$ cat config.mk
export PLATFORM = sky130hd
export DESIGN_NAME = rx_bit_sampler
export DESIGN_NICKNAME = d
export VERILOG_FILES = /design/src/rtl/rx_pkg.sv /design/src/rtl/sync_high.sv /design/src/rtl/rx_bit_sampler.sv
export SDC_FILE = /design/constraint.sdc
export NUM_CORES = 1
export LEC_CHECK = 0
export ABC_AREA = 0
export CELL_PAD_IN_SITES_DETAIL_PLACEMENT = 1
export CELL_PAD_IN_SITES_GLOBAL_PLACEMENT = 2
export CORE_AREA = 3 3 45 47
export CTS_CLUSTER_SIZE = 16
export DETAILED_ROUTE_END_ITERATION = 7
export DIE_AREA = 0 0 48 50
export PLACE_DENSITY = 0.82
export RECOVER_POWER = 50
export SKIP_LAST_GASP = 1
export SYNTH_ARGS = -nofsm -noshare
export SYNTH_HDL_FRONTEND = slang
export SYNTH_SLANG_ARGS = --single-unit
export TNS_END_PERCENT = 100
$ cat constraint.sdc
create_clock -name clk -period 3.5 [get_ports clk]
set_input_delay 0.7 -clock clk [delete_from_list [all_inputs] [get_ports clk]]
set_output_delay 0.7 -clock clk [all_outputs]
set_load 0.005 [all_outputs]
$ cat src/rtl/rx_pkg.sv
// Shared types and default timing parameters for the serial receive path.
package rx_pkg;

    typedef enum logic {IDLE, TRACK} rx_state_t;

    localparam int unsigned RX_BIT_PERIOD   = 8;
    localparam int unsigned RX_SAMPLE_POINT = 4;
    localparam int unsigned RX_MAX_RUN      = 6;

endpackage

$ cat src/rtl/sync_high.sv
// Two-flop synchronizer for an asynchronous level that idles high.
module sync_high (
    input  logic clk,
    input  logic n_rst,
    input  logic d_in,
    output logic d_out
);

    logic s1;
    logic s2;

    // Capture the asynchronous input, then re-time it once more.
    always_ff @(posedge clk or negedge n_rst) begin
        if (!n_rst) begin
            s1 <= 1'b1;
            s2 <= 1'b1;
        end else begin
            s1 <= d_in;
            s2 <= s1;
        end
    end

    assign d_out = s2;

endmodule

$ cat src/rtl/rx_bit_sampler.sv
// Receive bit-timing recovery: re-phases a bit counter on each line transition,
// strobes one mid-bit sample per bit period and drops lock on over-long runs.
module rx_bit_sampler
    import rx_pkg::*;
#(
    parameter int unsigned BIT_PERIOD   = RX_BIT_PERIOD,
    parameter int unsigned SAMPLE_POINT = RX_SAMPLE_POINT,
    parameter int unsigned MAX_RUN      = RX_MAX_RUN
) (
    input  logic clk,
    input  logic n_rst,
    input  logic enable,
    input  logic d_in,
    output logic sample_valid,
    output logic sample_bit,
    output logic locked,
    output logic run_err
);

    localparam int unsigned PW = $clog2(BIT_PERIOD);
    localparam int unsigned RW = $clog2(MAX_RUN + 1);

    localparam logic [PW-1:0] PH_ONE    = PW'(1);
    localparam logic [PW-1:0] PH_SAMPLE = PW'(SAMPLE_POINT);
    localparam logic [PW-1:0] PH_LAST   = PW'(BIT_PERIOD - 1);
    localparam logic [RW-1:0] RUN_MAX   = RW'(MAX_RUN);

    logic          s2;
    logic          d_prev_q;
    logic          d_edge;
    logic [PW-1:0] phase_inc;

    rx_state_t     state_q, state_d;
    logic [PW-1:0] phase_q, phase_d;
    logic [RW-1:0] run_q, run_d;
    logic          valid_q, valid_d;
    logic          bit_q, bit_d;
    logic          err_q, err_d;
    logic          locked_q, locked_d;

    sync_high u_sync (
        .clk   (clk),
        .n_rst (n_rst),
        .d_in  (d_in),
        .d_out (s2)
    );

    // Previous synchronized level; runs regardless of enable.
    always_ff @(posedge clk or negedge n_rst) begin
        if (!n_rst) begin
            d_prev_q <= 1'b1;
        end else begin
            d_prev_q <= s2;
        end
    end

    assign d_edge    = s2 ^ d_prev_q;
    assign phase_inc = (phase_q == PH_LAST) ? '0 : phase_q + PH_ONE;

    // Next-state: lock acquisition, phase re-sync, sample/run-length decisions.
    always_comb begin
        state_d = state_q;
        phase_d = phase_q;
        run_d   = run_q;
        valid_d = 1'b0;
        bit_d   = bit_q;
        err_d   = 1'b0;

        if (!enable) begin
            // Disable beats any simultaneous edge or due sample.
            state_d = IDLE;
            phase_d = '0;
            run_d   = '0;
        end else begin
            case (state_q)
                IDLE: begin
                    if (d_edge) begin
                        state_d = TRACK;
                        phase_d = PH_ONE;
                        run_d   = '0;
                    end
                end
                TRACK: begin
                    if (d_edge) begin
                        // An edge in the sample cycle suppresses that sample.
                        phase_d = PH_ONE;
                        run_d   = '0;
                    end else if (phase_q == PH_SAMPLE) begin
                        if (run_q == RUN_MAX) begin
                            err_d   = 1'b1;
                            state_d = IDLE;
                            phase_d = '0;
                            run_d   = '0;
                        end else begin
                            valid_d = 1'b1;
                            bit_d   = s2;
                            run_d   = run_q + RW'(1);
                            phase_d = phase_inc;
                        end
                    end else begin
                        phase_d = phase_inc;
                    end
                end
                default: begin
                    state_d = IDLE;
                    phase_d = '0;
                    run_d   = '0;
                end
            endcase
        end

        locked_d = (state_d == TRACK);
    end

    // State, counters and registered outputs.
    always_ff @(posedge clk or negedge n_rst) begin
        if (!n_rst) begin
            state_q  <= IDLE;
            phase_q  <= '0;
            run_q    <= '0;
            valid_q  <= 1'b0;
            bit_q    <= 1'b1;
            err_q    <= 1'b0;
            locked_q <= 1'b0;
        end else begin
            state_q  <= state_d;
            phase_q  <= phase_d;
            run_q    <= run_d;
            valid_q  <= valid_d;
            bit_q    <= bit_d;
            err_q    <= err_d;
            locked_q <= locked_d;
        end
    end

    assign sample_valid = valid_q;
    assign sample_bit   = bit_q;
    assign locked       = locked_q;
    assign run_err      = err_q;

endmodule
# ---- Word-level counts from Yosys, hierarchy flattened
# Index checks and enable logic that the tools add are counted.
dict set report classes {
  n_addsub 2
  multipliers 0
  n_div 0
  n_lt_le_gt_ge 0
  n_eq_ne 5
  shift 0
  mux 28
  bitwise_logic 4
  reduce_logical 2
}
# operator n
set ops {}
lappend ops {{$mux W3} 11}
lappend ops {{$mux W1} 14}
lappend ops {{$pmux W3 S2} 2}
lappend ops {{$eq A3 B3 Y1 const B} 3}
lappend ops {{$add A3 B1 Y3 const B} 2}
lappend ops {{$reduce_and A5 Y1} 1}
lappend ops {{$ne A4 B3 Y1 const B} 1}
lappend ops {{$ne A3 B3 Y1 const B} 1}
lappend ops {{$not A1 Y1} 3}
lappend ops {{$pmux W1 S2} 1}
lappend ops {{$reduce_and A2 Y1} 1}
lappend ops {{$xor A1 B1 Y1} 1}
dict set report word_totals {
  ff_bits 13
  latchBits 0
  ramBits 0
  rom_bits 0
  in_bits 4
  out_inout_bits 4
  elab_cells 50
  n_memories 0
}

# ---- Logic depth before layout (Yosys ltp)
# Gate-level depths: netlist of run 1.
dict set report depth {
  depth_word 7
  mapped_depth 5
  ltp_nobuf 5
}

# ---- Modules after synthesis
# Synthesis of run 1 repeated with hierarchy kept, for this count alone.
dict set report hier_totals {
  cells_unflattened 49
  area_unflattened_um2 574.3
}
# mod n_inst cells_each area_each_um2 seq_area_each_um2
set modules_own_cells {}
lappend modules_own_cells {rx_bit_sampler 1 47 521.8 277.8}
lappend modules_own_cells {sync_high 1 2 52.6 52.6}

# ---- Least setup slack after synthesis of run 1
# Ideal clock, no wire load.
dict set report synth_timing {
  path_type {register to register}
  startpoint {register phase_q[0]}
  endpoint {register bit_q, in the netlist sample_bit}
  setup_ns 0.082
  arrival_time_ns 1.226
  required_ns 3.418
  slack_ns 2.191
  path_stages_with_launch 6
  n_path_buf 0
  synth_period_minus_slack_ns 1.309
  cell_sequence {dfrtp_1 inv_1 ha_1 and3_4 nand4_4 mux2_4}
}
dict set report synth_via {
  elab_chain_len 2
}
# element line
set synth_lines {}
lappend synth_lines {{start, declared} rx_bit_sampler.sv:34} ;# logic [PW-1:0] phase_q, phase_d;
lappend synth_lines {{start signal, assigned} rx_bit_sampler.sv:127} ;# phase_q <= phase_d;
lappend synth_lines {{$eq A3 B3 Y1} rx_bit_sampler.sv:88} ;# end else if (phase_q == PH_SAMPLE) begin
lappend synth_lines {{$reduce_and A5 Y1 (no source line)} n/a}
lappend synth_lines {{end signal, assigned} rx_bit_sampler.sv:130} ;# bit_q <= bit_d;
lappend synth_lines {{end, declared} rx_bit_sampler.sv:37} ;# logic bit_q, bit_d;
# No other way between the ends.
# A chain may end at the register's enable or synchronous reset.

# ---- Worst setup path in the final report of run 1
dict set report layout_timing {
  startpoint {register locked_q, in the netlist locked}
  endpoint {output port locked}
}
# element line
set layout_lines {}
lappend layout_lines {{start, declared} rx_bit_sampler.sv:39} ;# logic locked_q, locked_d;
lappend layout_lines {{start signal, assigned} rx_bit_sampler.sv:132} ;# locked_q <= locked_d;
lappend layout_lines {{end, declared} rx_bit_sampler.sv:16} ;# output logic locked,
# No word-level cell between the ends.

==> results of run 1 <==
## where the power goes
part	switching (uW)	leakage, uW	internal [uW]
registers	6.60	0.000164	157
logic	14.6	0.000119	12.7
clock network	48.0	0.0000150	44.1
total	69.2	0.000298	213
## worst register-to-register path, cell delays in order (launching register included)
cell	delay [ns]
dfrtp_1	0.42
inv_1	0.07
ha_1	0.19
and3_4	0.24
nand4_4	0.12
mux2_4	0.32
## area by class of cell
| type | instances | area [sq um] |
|---|---|---|
| clock buffers | 4 | 26.3 |
| fillers | 199 | 977 |
| inverters | 5 | 18.8 |
| multi-input cells | 33 | 245 |
| flip-flops and latches | 13 | 330 |
| well taps | 17 | 21.3 |
| repair buffers | 7 | 70.1 |
## placed cells by master (no fill, tap or decap), types with 2 or more instances in the layout
| cell | count |
|---|---|
| dfrtp_1 | 9 |
| a21oi_1 | 6 |
| inv_1 | 5 |
| nand2_1 | 5 |
| clkdlybuf4s50_1 | 5 |
| ha_1 | 3 |
| clkbuf_4 | 3 |
| dfstp_2 | 3 |
| nor3_1 | 2 |
| nor2_1 | 2 |
| o21ai_0 | 2 |
| dlygate4sd3_1 | 2 |
## worst paths after layout
kind	endpoint	from	slack (ns)
worst min register to register	u_sync.d_out$_DFF_PN1_	u_sync.s1$_DFF_PN1_	0.37
worst min-delay path	u_sync.d_out$_DFF_PN1_	u_sync.s1$_DFF_PN1_	0.37
worst max-delay path	locked	locked$_DFF_PN0_	1.48
worst max register to register	sample_bit$_DFFE_PN1P_	phase_q[0]$_DFFE_PN0P_	2.08
max in group asynchronous	phase_q[2]$_DFFE_PN0P_	n_rst	2.23
min in group asynchronous	locked$_DFF_PN0_	n_rst	0.87
## metal layers
layer	up-vias	global-route usage, %	share of wire, %
li1	202	-	-
met1	209	14.7	45
met2	7	17.4	52
met3	0	3.28	3.2
met4	0	5.38	0
met5	-	0	0
## per-stage QoR
stage | worst slack, ns | hold slack (ns) | util (%) | total power (uW) | std cells
floorplan | 2.19 | 0.345 | - | 180 | 51
detailed placement | 1.66 | 0.350 | 40.6 | 195 | 75
finish | 1.48 | 0.369 | 42.1 | 283 | 79
global route | 1.42 | 0.370 | 42.1 | 303 | 79
CTS | 1.47 | 0.362 | 42.1 | 288 | 79
global placement | 1.71 | 0.346 | 40.6 | 193 | 75
## cell families (layout without fill, tap and decap cells)
logic type,count (synthesis),count (layout),share of synthesized area [%]
adder cells (fa/ha/maj),3,3,6.32
XOR/XNOR,1,1,2.74
flip-flops,13,13,55.6
multiplexers,2,2,4.21
AO/OA/AOI/OAI,12,12,11.8
AND/OR/NAND/NOR,15,15,16.2
buffers and inverters,5,16,3.16
==> results.tsv, run 1 <==
stage	metric	value	unit
pwr	power_density	397	nW/um^2
grt	grt_pass1_vias	425	
pwr	power_leakage	0.000298	uW
detailed_routing	firstDrtPassIters	2	
clock_tree	cts.root.buffer_cell	clkbuf_4	
yosys	synth.area.top_cells	dfrtp_1 (38%), dfstp_2 (18%), ha_1 (6.3%), a21oi_1 (5.1%), nand4_4 (3.6%)	
run_status	status	finished, final reports clean	
sta	tightest_slew	0.608	ns
setup_path	critical_path.max_fanout	8	
setup_path	cp_slowest_cell	clkdlybuf4s50_1	
setup_path	crit_required	2.80	ns
floorplan	die_h	50	um
yosys	ys_warn_count	0	
sta	fmax	495	MHz
placement	io_buffers	7	
grt	grt_max_degree	14	
setup_path	worstPathCellList	clkdlybuf4s50_1	
yosys	syn_avg_cell_area	11.7	sq um
setup_path	worstPathArrival	1.32	ns
setup_path	critical-path-max-stage-delay	0.56	ns
setup_path	path_buf_inv	1	
grt	overflow	0	
yosys	yosysMostFrequentCell	dfrtp_1	
yosys	yosys-top-cells-count	dfrtp_1 (9), a21oi_1 (6), inv_1 (5), nand2_1 (5), dfstp_2 (4)	
detailed_routing	wl_per_cell	15.1	um
yosys	synthArstFlopShare	100	%
setup_path	cp-end-kind	primary output	
yosys	syn_inst	51	
sta	fin_crit_sh	57.8	%
yosys	synth-main-ff-cell	dfrtp_1	
detailed_routing	drc	0	
worst_hold_path	hold_path_depth	0	
detailed_routing	vias_per_cell	5.29	
placement	dp_hpwl	883	um
yosys	yosysSeqAreaShare	55.6	%
setup_path	worstSetupPathDepth	1	
setup_path	r2r_cells	5	
yosys	synth_area	594	sq um
yosys	ys_types	22	
layout	drive_gt1_share	16.1	%
placement	gp_congestion	0.677	
layout	top_regs	phase_q x3, run_q x3	
flow_run	maxCapViolCount	0	
sta	maxSlewViolCount	0	
detailed_routing	num_vias	418	
clock_tree	post_cts_buffers	0	
grt	antenna_found_initial	0	
clock_tree	clk_pin_slew	0.08	ns
sta	slew_headroom	59.3	%
placement	dpl_cell_area	686	sq um
setup_path	cp-start-kind	register	
floorplan	num_rows	15	
detailed_routing	route.antenna.remaining_nets	0	
floorplan	io_pins	8	
clock_tree	cts_num_sinks	13	
clock_tree	cts_resized	0	
pwr	ir_drop	0.191	mV
sta	period_needed	2.02	ns
sta	setup_viol	0	
yosys	yosys.area.top_type_share	37.9	%
sta	rsz0062_at_grt	false	
clock_tree	postCtsHoldBufs	0	
sta	hold_viol	0	
layout	antenna_cells	0	
layout	synthToLayoutAreaGrowth	19.8	%
sta	skew	0.00171	ns
grt	grt_pass1_wl	1930	um
floorplan	start_util	35.2	%
setup_path	criticalPathCategory	reg2out	
yosys	synth_edf_count	0	
clock_tree	cts_tree	done	
sta	timing.setup.tns	0	ns
worst_hold_path	hold_class	reg2reg	
floorplan	die_area	2400	sq um
layout	fin_nets	70	
yosys	synth_nets	58	
floorplan	core-area	1690	sq um
yosys	ys_ff_latch	13	
yosys	yosys.area.top_type	dfrtp_1	
setup_path	critPathTopFamily	buffers and inverters	
layout	fin_area	712	sq um
floorplan	die_w	48	um
clock_tree	insertion_delay	0.27	ns
clock_tree	cts_made_buffers	3	
detailed_routing	routed_wl	1190	um
detailed_routing	drt_iter0_drc	3	
clock_tree	clock_path_buffers	2	
clock_tree	h-tree-depth	1	
grt	track_usage	11.6	%
(Power assumes the default switching activity.)
==> run 2: changes to the inputs <==
- CORE_AREA: 3 3 45 47 -> 3 3 49 51
- DIE_AREA: 0 0 48 50 -> 0 0 52 54
- PLACE_DENSITY: 0.82 -> 0.73
- clock period: 3.5 -> 1.78 ns (I/O delays scaled with it)
==> results.tsv, run 2 (synthesis results as in run 1) <==
stage	metric	value	unit
detailed_routing	wl_per_cell	11.9	um
setup_path	criticalPathCategory	reg2out	
floorplan	core-area	1980	sq um
clock_tree	clk_pin_slew	0.08	ns
clock_tree	cts.root.buffer_cell	clkbuf_4	
flow_run	maxCapViolCount	0	
clock_tree	h-tree-depth	1	
sta	fin_crit_sh	94.8	%
sta	setup_viol	0	
detailed_routing	route.antenna.remaining_nets	0	
layout	antenna_cells	0	
sta	hold_viol	0	
floorplan	die_w	52	um
grt	track_usage	8.49	%
sta	maxSlewViolCount	0	
placement	gp_congestion	0.727	
pwr	power_leakage	0.000298	uW
clock_tree	cts_tree	done	
pwr	p_comb_share	9.5	%
setup_path	worstPathCellList	clkdlybuf4s50_1	
pwr	p_int	420	uW
detailed_routing	num_vias	416	
setup_path	crit_required	1.42	ns
clock_tree	cts_made_buffers	3	
layout	synthToLayoutAreaGrowth	21.9	%
setup_path	worstPathArrival	1.33	ns
floorplan	die_area	2810	sq um
layout	layout_commonest_cell	dfrtp_1	
clock_tree	cts_resized	0	
detailed_routing	drt_iter0_drc	3	
pwr	ir_drop	0.254	mV
floorplan	num_rows	16	
pwr	seqPwrFrac	57.9	%
floorplan	io_pins	8	
pwr	pwr-share-clk	32.6	%
setup_path	critPathTopFamily	buffers and inverters	
pwr	power_density	765	nW/um^2
grt	grt_pass1_vias	404	
layout	drive_gt1_share	16.1	%
run_status	status	finished, final reports clean	
layout	top_regs	phase_q x3, run_q x3	
floorplan	start_util	30.0	%
setup_path	cp-start-kind	register	
pwr	switching_share	24.2	%
sta	tightest_slew	0.574	ns
setup_path	critical_path.max_fanout	8	
clock_tree	postCtsHoldBufs	0	
layout	fin_nets	70	
clock_tree	insertion_delay	0.27	ns
layout	final_cell_mix	dfrtp_1 (9), a21oi_1 (6), inv_1 (5), nand2_1 (5), clkdlybuf4s50_1 (5)	
setup_path	path_buf_inv	1	
clock_tree	cts_num_sinks	13	
placement	dp_cells	85	
detailed_routing	vias_per_cell	4.67	
placement	dp_hpwl	815	um
layout	layout.cells.non_filler	89	
setup_path	cp-end-kind	primary output	
layout	fillers	228	
setup_path	cp_slowest_cell	clkdlybuf4s50_1	
detailed_routing	drc	0	
grt	antenna_found_initial	0	
floorplan	die_h	54	um
grt	grt_pass1_wl	1690	um
sta	period_needed	1.69	ns
clock_tree	post_cts_buffers	0	
sta	slew_headroom	61.6	%
worst_hold_path	hold_class	reg2reg	
setup_path	critical-path-max-stage-delay	0.56	ns
sta	timing.setup.tns	0	ns
clock_tree	clock_path_buffers	2	
grt	overflow	0	
placement	io_buffers	7	
detailed_routing	firstDrtPassIters	2	
sta	rsz0062_at_grt	false	
sta	skew	0.00964	ns
sta	fmax	593	MHz
detailed_routing	routed_wl	1060	um
grt	grt_max_degree	14	
pwr	netSwitchingPower	134	uW
[run 2: per-layer routing]
metal | vias to the layer above | GRT usage, % | wire [um]
li1 | 202 | - | -
met1 | 206 | 10.8 | 513
met2 | 6 | 12.6 | 492
met3 | 2 | 1.66 | 30
met4 | 0 | 6.55 | 19
met5 | - | 0 | 0
[run 2: layout make-up]
class	instances	area (sq um)	share of cell area (%)
flip-flops and latches	13	330	45.6
multi-input cells	33	245	33.9
repair buffers	7	70.1	9.67
well taps	27	33.8	4.66
clock buffers	4	26.3	3.63
inverters	5	18.8	2.59
[run 2: final timing paths]
kind / startpoint / depth (start not counted) / slack [ns] / to
setup / recovery: locked$_DFF_PN0_ / 1 / 0.09 / locked
hold / removal: u_sync.s1$_DFF_PN1_ / 0 / 0.36 / u_sync.d_out$_DFF_PN1_
setup reg to reg: phase_q[0]$_DFFE_PN0P_ / 5 / 0.36 / sample_bit$_DFFE_PN1P_
hold reg to reg: u_sync.s1$_DFF_PN1_ / 0 / 0.36 / u_sync.d_out$_DFF_PN1_
max in group asynchronous: n_rst / 1 / 0.88 / d_prev_q$_DFF_PN1_
min in group asynchronous: n_rst / 1 / 0.51 / locked$_DFF_PN0_
[run 2: power by group through the flow]
stage                     Clock, uW  Sequential, uW  Combinational, uW
after floorplan                   0             324               30.0
after global placement            0             327               53.4
after detailed placement          0             327               55.4
after CTS                       191             322               55.7
after global routing            201             323               59.7
final                           181             321               52.5
[run 2: per-stage QoR]
step / utilization (%) / setup slack [ns] / hold slack, ns / instance area (sq um) / total power, uW
after CTS: 36.6 / 0.0742 / 0.362 / 724 / 568
after floorplan: - / 0.471 / 0.0604 / 594 / 354
after global placement: 35.2 / 0.332 / 0.346 / 698 / 380
final: 36.6 / 0.0927 / 0.365 / 724 / 554
after detailed placement: 35.2 / 0.271 / 0.351 / 698 / 382
after global routing: 36.6 / 0.0187 / 0.372 / 724 / 584
==> run 3: changes to the inputs <==
- CTS_CLUSTER_DIAMETER: default -> 30
==> results of run 3 <==
No change in the layout: final DEF, timing and power equal those of run 2.
